==> config.mk <==
export PLATFORM = sky130hd
export DESIGN_NAME = pipe_hazard_ctrl
export DESIGN_NICKNAME = d
export VERILOG_FILES = /design/src/rtl/pipe_pkg.sv /design/src/rtl/fwd_sel.sv /design/src/rtl/pipe_hazard_ctrl.sv
export SDC_FILE = /design/constraint.sdc
export NUM_CORES = 1
export LEC_CHECK = 0
export CORE_MARGIN = 3
export CORE_UTILIZATION = 43
export DETAILED_ROUTE_END_ITERATION = 7
export PLACE_DENSITY = 0.77
export SLEW_MARGIN = 20
export SYNTH_ARGS = -nofsm -noshare
export SYNTH_HDL_FRONTEND = slang
export SYNTH_SLANG_ARGS = --single-unit
==> constraint.sdc <==
create_clock -name clk -period 2.7 [get_ports clk]
set_clock_uncertainty 0.15 [all_clocks]
set_input_delay 0.81 -clock clk [delete_from_list [all_inputs] [get_ports clk]]
set_output_delay 0.81 -clock clk [all_outputs]
set_load 0.01 [all_outputs]
==> src/rtl/pipe_pkg.sv <==
// Shared types for the five-stage pipeline hazard controller.
package pipe_pkg;

  localparam int unsigned REG_AW = 3;

  typedef enum logic [2:0] {
    FWD_RF    = 3'b000,
    FWD_ALU_M = 3'b001,
    FWD_RD1_M = 3'b010,
    FWD_A_W   = 3'b011,
    FWD_B_W   = 3'b100
  } fwd_sel_t;

  typedef enum logic [1:0] {
    RUN      = 2'b00,
    MEM_WAIT = 2'b01,
    ERROR    = 2'b10
  } hz_state_t;

endpackage

==> src/rtl/fwd_sel.sv <==
// Operand forwarding select for one Execute-stage source register.
module fwd_sel
  import pipe_pkg::*;
(
  input  logic [REG_AW-1:0] ra_i,
  input  logic [REG_AW-1:0] wa3m_i,
  input  logic [REG_AW-1:0] wa4m_i,
  input  logic              we_am_i,
  input  logic              we_bm_i,
  input  logic [REG_AW-1:0] wa3w_i,
  input  logic [REG_AW-1:0] wa4w_i,
  input  logic              we_aw_i,
  input  logic              we_bw_i,
  output fwd_sel_t          sel_o
);

  // Youngest producer wins: Memory before Writeback, port B before port A.
  always_comb begin
    sel_o = FWD_RF;
    if (we_bm_i && (wa4m_i == ra_i)) begin
      sel_o = FWD_RD1_M;
    end else if (we_am_i && (wa3m_i == ra_i)) begin
      sel_o = FWD_ALU_M;
    end else if (we_bw_i && (wa4w_i == ra_i)) begin
      sel_o = FWD_B_W;
    end else if (we_aw_i && (wa3w_i == ra_i)) begin
      sel_o = FWD_A_W;
    end
  end

endmodule

==> src/rtl/pipe_hazard_ctrl.sv <==
// Hazard controller: forwarding, load-use and memory-wait stalls, branch
// flushes, memory watchdog and saturating stall-cycle counter.
module pipe_hazard_ctrl
  import pipe_pkg::*;
#(
  parameter int unsigned MEM_TIMEOUT = 15,
  parameter int unsigned CNT_W       = 16
) (
  input  logic              clk,
  input  logic              reset,
  input  logic [REG_AW-1:0] RA1D,
  input  logic [REG_AW-1:0] RA2D,
  input  logic [REG_AW-1:0] RA1E,
  input  logic [REG_AW-1:0] RA2E,
  input  logic [REG_AW-1:0] WA3E,
  input  logic              RegWriteAE,
  input  logic              MemtoRegE,
  input  logic [REG_AW-1:0] WA3M,
  input  logic [REG_AW-1:0] WA4M,
  input  logic              RegWriteAM,
  input  logic              RegWriteBM,
  input  logic              MemReqM,
  input  logic [REG_AW-1:0] WA3W,
  input  logic [REG_AW-1:0] WA4W,
  input  logic              RegWriteAW,
  input  logic              RegWriteBW,
  input  logic              BranchTakenE,
  input  logic              MemReady,
  output logic [2:0]        ForwardAE,
  output logic [2:0]        ForwardBE,
  output logic              StallF,
  output logic              StallD,
  output logic              StallE,
  output logic              StallM,
  output logic              FlushD,
  output logic              FlushE,
  output logic              FlushW,
  output logic              MemErr,
  output logic [CNT_W-1:0]  StallCount
);

  localparam int unsigned WAIT_W = $clog2(MEM_TIMEOUT + 1);

  hz_state_t          state_q;
  logic [WAIT_W-1:0]  wait_q;
  logic               err_q;
  logic [CNT_W-1:0]   stall_cnt_q;

  fwd_sel_t           fwd_a;
  fwd_sel_t           fwd_b;
  logic               lduse;
  logic               memstall;

  fwd_sel u_fwd_a (
    .ra_i    (RA1E),
    .wa3m_i  (WA3M),
    .wa4m_i  (WA4M),
    .we_am_i (RegWriteAM),
    .we_bm_i (RegWriteBM),
    .wa3w_i  (WA3W),
    .wa4w_i  (WA4W),
    .we_aw_i (RegWriteAW),
    .we_bw_i (RegWriteBW),
    .sel_o   (fwd_a)
  );

  fwd_sel u_fwd_b (
    .ra_i    (RA2E),
    .wa3m_i  (WA3M),
    .wa4m_i  (WA4M),
    .we_am_i (RegWriteAM),
    .we_bm_i (RegWriteBM),
    .wa3w_i  (WA3W),
    .wa4w_i  (WA4W),
    .we_aw_i (RegWriteAW),
    .we_bw_i (RegWriteBW),
    .sel_o   (fwd_b)
  );

  assign lduse    = MemtoRegE & RegWriteAE & ((WA3E == RA1D) | (WA3E == RA2D));
  assign memstall = MemReqM & ~MemReady;

  // Mealy stall/flush/forward decode; priority ERROR > memstall > branch > lduse.
  always_comb begin
    ForwardAE = FWD_RF;
    ForwardBE = FWD_RF;
    StallF    = 1'b0;
    StallD    = 1'b0;
    StallE    = 1'b0;
    StallM    = 1'b0;
    FlushD    = 1'b0;
    FlushE    = 1'b0;
    FlushW    = 1'b0;
    if (reset) begin
      FlushD = 1'b1;
      FlushE = 1'b1;
      FlushW = 1'b1;
    end else if (state_q == ERROR) begin
      StallF = 1'b1;
      StallD = 1'b1;
      StallE = 1'b1;
      StallM = 1'b1;
      FlushW = 1'b1;
    end else begin
      ForwardAE = fwd_a;
      ForwardBE = fwd_b;
      if (memstall) begin
        StallF = 1'b1;
        StallD = 1'b1;
        StallE = 1'b1;
        StallM = 1'b1;
        FlushW = 1'b1;
      end else if (BranchTakenE) begin
        FlushD = 1'b1;
        FlushE = 1'b1;
      end else if (lduse) begin
        StallF = 1'b1;
        StallD = 1'b1;
        FlushE = 1'b1;
      end
    end
  end

  // Watchdog state machine and counters.
  always_ff @(posedge clk) begin
    if (reset) begin
      state_q     <= RUN;
      wait_q      <= '0;
      err_q       <= 1'b0;
      stall_cnt_q <= '0;
    end else begin
      case (state_q)
        RUN: begin
          if (memstall) begin
            state_q <= MEM_WAIT;
            wait_q  <= WAIT_W'(1);
          end
        end
        MEM_WAIT: begin
          if (MemReady) begin
            state_q <= RUN;
            wait_q  <= '0;
          end else if (wait_q == WAIT_W'(MEM_TIMEOUT)) begin
            state_q <= ERROR;
            err_q   <= 1'b1;
          end else begin
            wait_q <= wait_q + WAIT_W'(1);
          end
        end
        ERROR: begin
          err_q <= 1'b1;
        end
        default: begin
          state_q <= RUN;
        end
      endcase
      if (StallF && (stall_cnt_q != {CNT_W{1'b1}})) begin
        stall_cnt_q <= stall_cnt_q + CNT_W'(1);
      end
    end
  end

  assign MemErr     = err_q;
  assign StallCount = stall_cnt_q;

endmodule

-- After elaboration in Yosys (flattened, before gate mapping)
Index checks and enable logic that the tools add are counted.
- $add $sub $neg: 2
- eq/ne operators: 19
- mux-type cells: 40
- bitwise gates (word level): 6
- reductions and logical operators: 15
- operator list (kind ; count):
    $eq A3 B3 Y1 ; 10
    $mux W3 ; 10
    $mux W1 ; 19
    $add A16 B1 Y16 const B ; 1
    $ne A16 B16 Y1 const B ; 1
    $mux W4 ; 3
    $mux W2 ; 5
    $logic_and A1 B1 Y1 ; 9
    $reduce_and A3 Y1 ; 3
    $pmux W4 S2 ; 1
    $ne A2 B2 Y1 const B ; 3
    $ne A3 B3 Y1 const B ; 2
    $pmux W2 S3 ; 1
    $add A4 B1 Y4 const B ; 1
    $eq A4 B4 Y1 const B ; 1
    $reduce_bool A2 Y1 ; 2
    $and A1 B1 Y1 ; 3
    $eq A2 B1 Y1 const B ; 1
    $eq A2 B2 Y1 const B ; 1
    $logic_not A2 Y1 ; 1
    $not A1 Y1 ; 2
    $pmux W1 S2 ; 1
    $or A1 B1 Y1 ; 1
- flip-flop bits (word level): 23
- output and inout port bits: 30
- logic and storage cells: 86

-- Depth between registers and ports, before layout
- word-level depth: 9
- mapped depth: 7
- depth with buffers taken out: 6

-- Cells and area by module
Synthesis repeated with hierarchy kept, for this count alone.
- cells, all modules: 211
- area total of the unflattened synthesis: 1694.1 um^2
- modules (own cells, without submodules) (module ; times used ; cells an instance ; area an instance (um^2) ; sequential area each (um^2)):
    pipe_hazard_ctrl ; 1 ; 167 ; 1338.8 ; 460.4
    fwd_sel ; 2 ; 22 ; 177.7 ; 0.0

-- Worst setup path before layout
Ideal clock, no wire load.
- path kind: input port to output port
- start point: input port BranchTakenE
- end point: output port StallF
- arrival: 1.804 ns
- slack: -0.064 ns
- cell stages on the path: 5
- buffers on the path: 1
- cell sequence: and4bb_2 -> and4_4 -> nor3_4 -> inv_1 -> buf_4
- cells in the longest elaborated chain, start to end: 4
- RTL lines (item ; RTL line ; source):
    start: declaration ; pipe_hazard_ctrl.sv:27 ; input logic BranchTakenE,
    $mux W1 (4 in series) ; n/a ;
    end: declaration ; pipe_hazard_ctrl.sv:31 ; output logic StallF,
Every way passes these cells.

-- Worst setup path in the final report
- start point: input port RA2E[0]
- end point: output port ForwardBE[2]
- cells in the longest elaborated chain, start to end: 7
- RTL lines (item ; RTL line ; source):
    start: declaration ; pipe_hazard_ctrl.sv:14 ; input logic [REG_AW-1:0] RA2E,
    $eq A3 B3 Y1 ; fwd_sel.sv:24 ; end else if (we_bw_i && (wa4w_i == ra_i)) begin
    $logic_and A1 B1 Y1 ; fwd_sel.sv:24 ;
    $mux W3 ; fwd_sel.sv:24 ;
    $mux W3 ; fwd_sel.sv:22 ; end else if (we_am_i && (wa3m_i == ra_i)) begin
    $mux W3 * ; fwd_sel.sv:20 ; if (we_bm_i && (wa4m_i == ra_i)) begin
    $mux W3 * ; pipe_hazard_ctrl.sv:98 ; end else if (state_q == ERROR) begin
    $mux W3 * ; pipe_hazard_ctrl.sv:94 ; if (reset) begin
    end: declaration ; pipe_hazard_ctrl.sv:30 ; output logic [2:0] ForwardBE,
Every way passes the cells marked *; elsewhere a longest branch is shown, timed or not.

==> metrics.yaml <==
synth:
  syn-mean-instance-area_um2: 8.170
  synth-compound-area-share: 0.1704
  synth.area.top_cells: "dfxtp_1, xnor2_1, a21oi_1, nand3_1, nand4_1"
  synth_top_family_by_area: "simple AND/OR/NAND/NOR gates"
  synth_top_area_share: 0.2763
  synth_warnings: 0
  synthXorXnorAreaFrac: 0.1629
  yosysMostFrequentCell: "xnor2_1"
  synth_mux_area_frac: 0.02553
  synth_common_cells: "xnor2_1, dfxtp_1, a21oi_1"
  synth-adder-area-share: 0.01502
  synth_seq_cells: 23
  yosys.area.top_type: "dfxtp_1"
  synth_nets: 244
  synth_cell_type_count: 46
  synthArstFlopShare: 0
  synth-simple-area-share: 0.3018
  syn_area_um2: 1667
  syn_inst: 204
  synth_enable_flop_cells: 0
  ys_seq_area_frac: 0.2763
  ys.flop_type: "dfxtp_1"
placement:
  gp_congestion: 0.8692
  hpwl_um: 3782
  dp_slack_ns: -0.8967
  portBuffers: 67
  placed_cell_area_um2: 2514
  dp.cells: 330
floorplan:
  fp.dieArea_um2: 4659
  initial_utilization: 0.4733
  core_area_um2: 3521
  die_w_um: 68.26
  die_h_um: 68.26
  io-pin-count: 68
  row_count: 21
cts:
  cts_tree: "built"
  clk_pin_slew_ns: 0.08
  root_buffer: "clkbuf_8"
  cts_buffer_depth: 2
  clk_latency_ns: 0.27
  cts_made_buffers: 3
  clock_sinks: 23
  htreeDepth: 1
routing:
  vias: 1884
  drtIter0Drc: 87
  firstDrtPassIters: 4
  wl_met1_um: 2242
  met3_length_um: 393
  top_layer_used: "met4"
  wl_um: 5309
  antenna_left: 0
  wl_met2_um: 2619
  post-route-drc-count: 0
  wl_per_cell_um: 15.66
  vias_per_cell: 5.558
power_and_ir_drop:
  peakVddDrop_mv: 0.3506
  power_leakage_nw: 1.085
  powerDensity_nw_per_um2: 302.3
worst_setup_path:
  cp-end-kind: "primary output"
  worstSetupPathType: "in2out"
  worstPathMaxFanout: 4
  required_ns: 1.74
  cp-startpoint: "RA2E[0]"
  arrival_ns: 1.79
  r2r-start: "StallCount[0]"
  start_kind: "input port"
grt:
  overflow: 0
  grt_max_degree: 18
  grt.total_usage: 0.2212
  grt_pass1_vias: 1711
  antenna_found_initial: 0
  grt_first_pass_wirelength_um: 7893
final_layout:
  design_area_um2: 2748
  area_delta_synth_final_pct: 64.87
  layout-drive-gt1-share: 0.4096
  fin_cells: 339
  nets: 334
  diodes: 0
  fillerInstances: 250
timing:
  slew_violations: 0
  worstMarginPinSlew_ns: 0.6013
  fin_crit_sh: 1.018
  rsz0062_at_grt: "yes"
  relSlewSlack: 0.5949
  min_period_ns: 2.749
  max_freq_ghz: 0.3638
  final_hold_viol_count: 0
  layout_setup_ws_ns: -0.04910
  finalSetupViolCount: 5
job:
  cap_viol_max_count: 0
status:
  status: "finished with violations"
  violations: "setup timing"
worst_hold_path:
  hp-class: "reg2reg"
  hold_start: "MemErr"
[cell usage in the layout, fill, tap and decap left out, types with 3 or more instances in the layout]
master           instances
xnor2_2                 13
clkbuf_8                 3
nor2_1                  12
dlygate4sd2_1            7
or2_2                    3
clkdlybuf4s50_1         17
a21oi_1                 18
nor3_1                   4
or3_2                    4
buf_4                   24
nand4_1                  9
buf_2                   18
dfxtp_1                 23
a21oi_2                  4
xnor2_1                 10
buf_8                    4
or4_1                    4
clkbuf_2                 6
xor2_1                   4
nand2b_4                 3
o31ai_1                  4
buf_6                   14
o21ai_0                  7
nand2_1                  9
nand3_1                 14
nand2b_1                 4
inv_1                    6
xnor2_4                  3
[path summary, 6_finish.rpt]
check	end	slack, ns	cells past startpoint
worst max-delay path	ForwardBE[2]	-0.05	7
worst min-delay path	MemErr	0.34	2
worst max register to register	StallCount[14]	0.51	6
worst min register to register	MemErr	0.34	2
[flip-flops by register name (all words and copies together), names as in the netlist]
name and flops:
wait_q 4, MemErr 1, state_q 2, StallCount 16
[routing by layer]
layer | vias to the layer above | track usage
met5 | - | 0
li1 | 921 | -
met3 | 6 | 0.05090
met1 | 894 | 0.2962
met4 | 0 | 0.04963
met2 | 63 | 0.3598
[area by class of cell]
class                      instances  area (um2)  share of cell area
clock buffer                       3       41.29             0.01503
clock inverter                     1       7.507            0.002732
inverter                           7       26.28            0.009563
multi-input combinational        164        1333              0.4850
sequential                        23       460.4              0.1676
tap                               46       57.56             0.02095
timing repair buffer              95       822.0              0.2992
[cells by family (layout without fill, tap and decap cells)]
group | count (synthesis) | after routing
muxes | 4 | 4
buffers and inverters | 17 | 106
AOI/OAI and AO/OA | 44 | 44
xor gates and xnor gates | 31 | 31
adders and majority gates | 2 | 2
and+or+nand+nor | 83 | 83
DFF | 23 | 23
[critical path, cell delays in order]
cell and delay [ns]:
buf_6 0.11, buf_6 0.11, xnor2_2 0.15, nand4_1 0.15, buf_6 0.16, nor3b_2 0.15, buf_2 0.14
[where the power goes]
part           internal [W]  leakage, nW  switching (W)
clock network      0.000104       0.0217       0.000118
registers          0.000343        0.186     0.00000428
logic              0.000145        0.878       0.000116
[per-stage QoR]
stage                     hold slack (ns)    util   TNS [ns]   power, W
after floorplan                    0.3003       -          0  0.0004550
after global routing               0.3827  0.7804    -0.5812  0.0008708
after CTS                          0.3382  0.7434  -0.002637  0.0008027
after global placement             0.3248  0.7139     -13.39  0.0005746
after detailed placement           0.3262  0.7139     -13.45  0.0005774
final                              0.3398  0.7804    -0.1078  0.0008305
[timing repair]
item	CTS	global route
setup endpoints to repair	20	10
gates cloned	0	0
gates resized for setup	187	48
hold buffers	0	0
setup buffers	4	2
pin swaps	36	25
(Power assumes the default switching activity.)
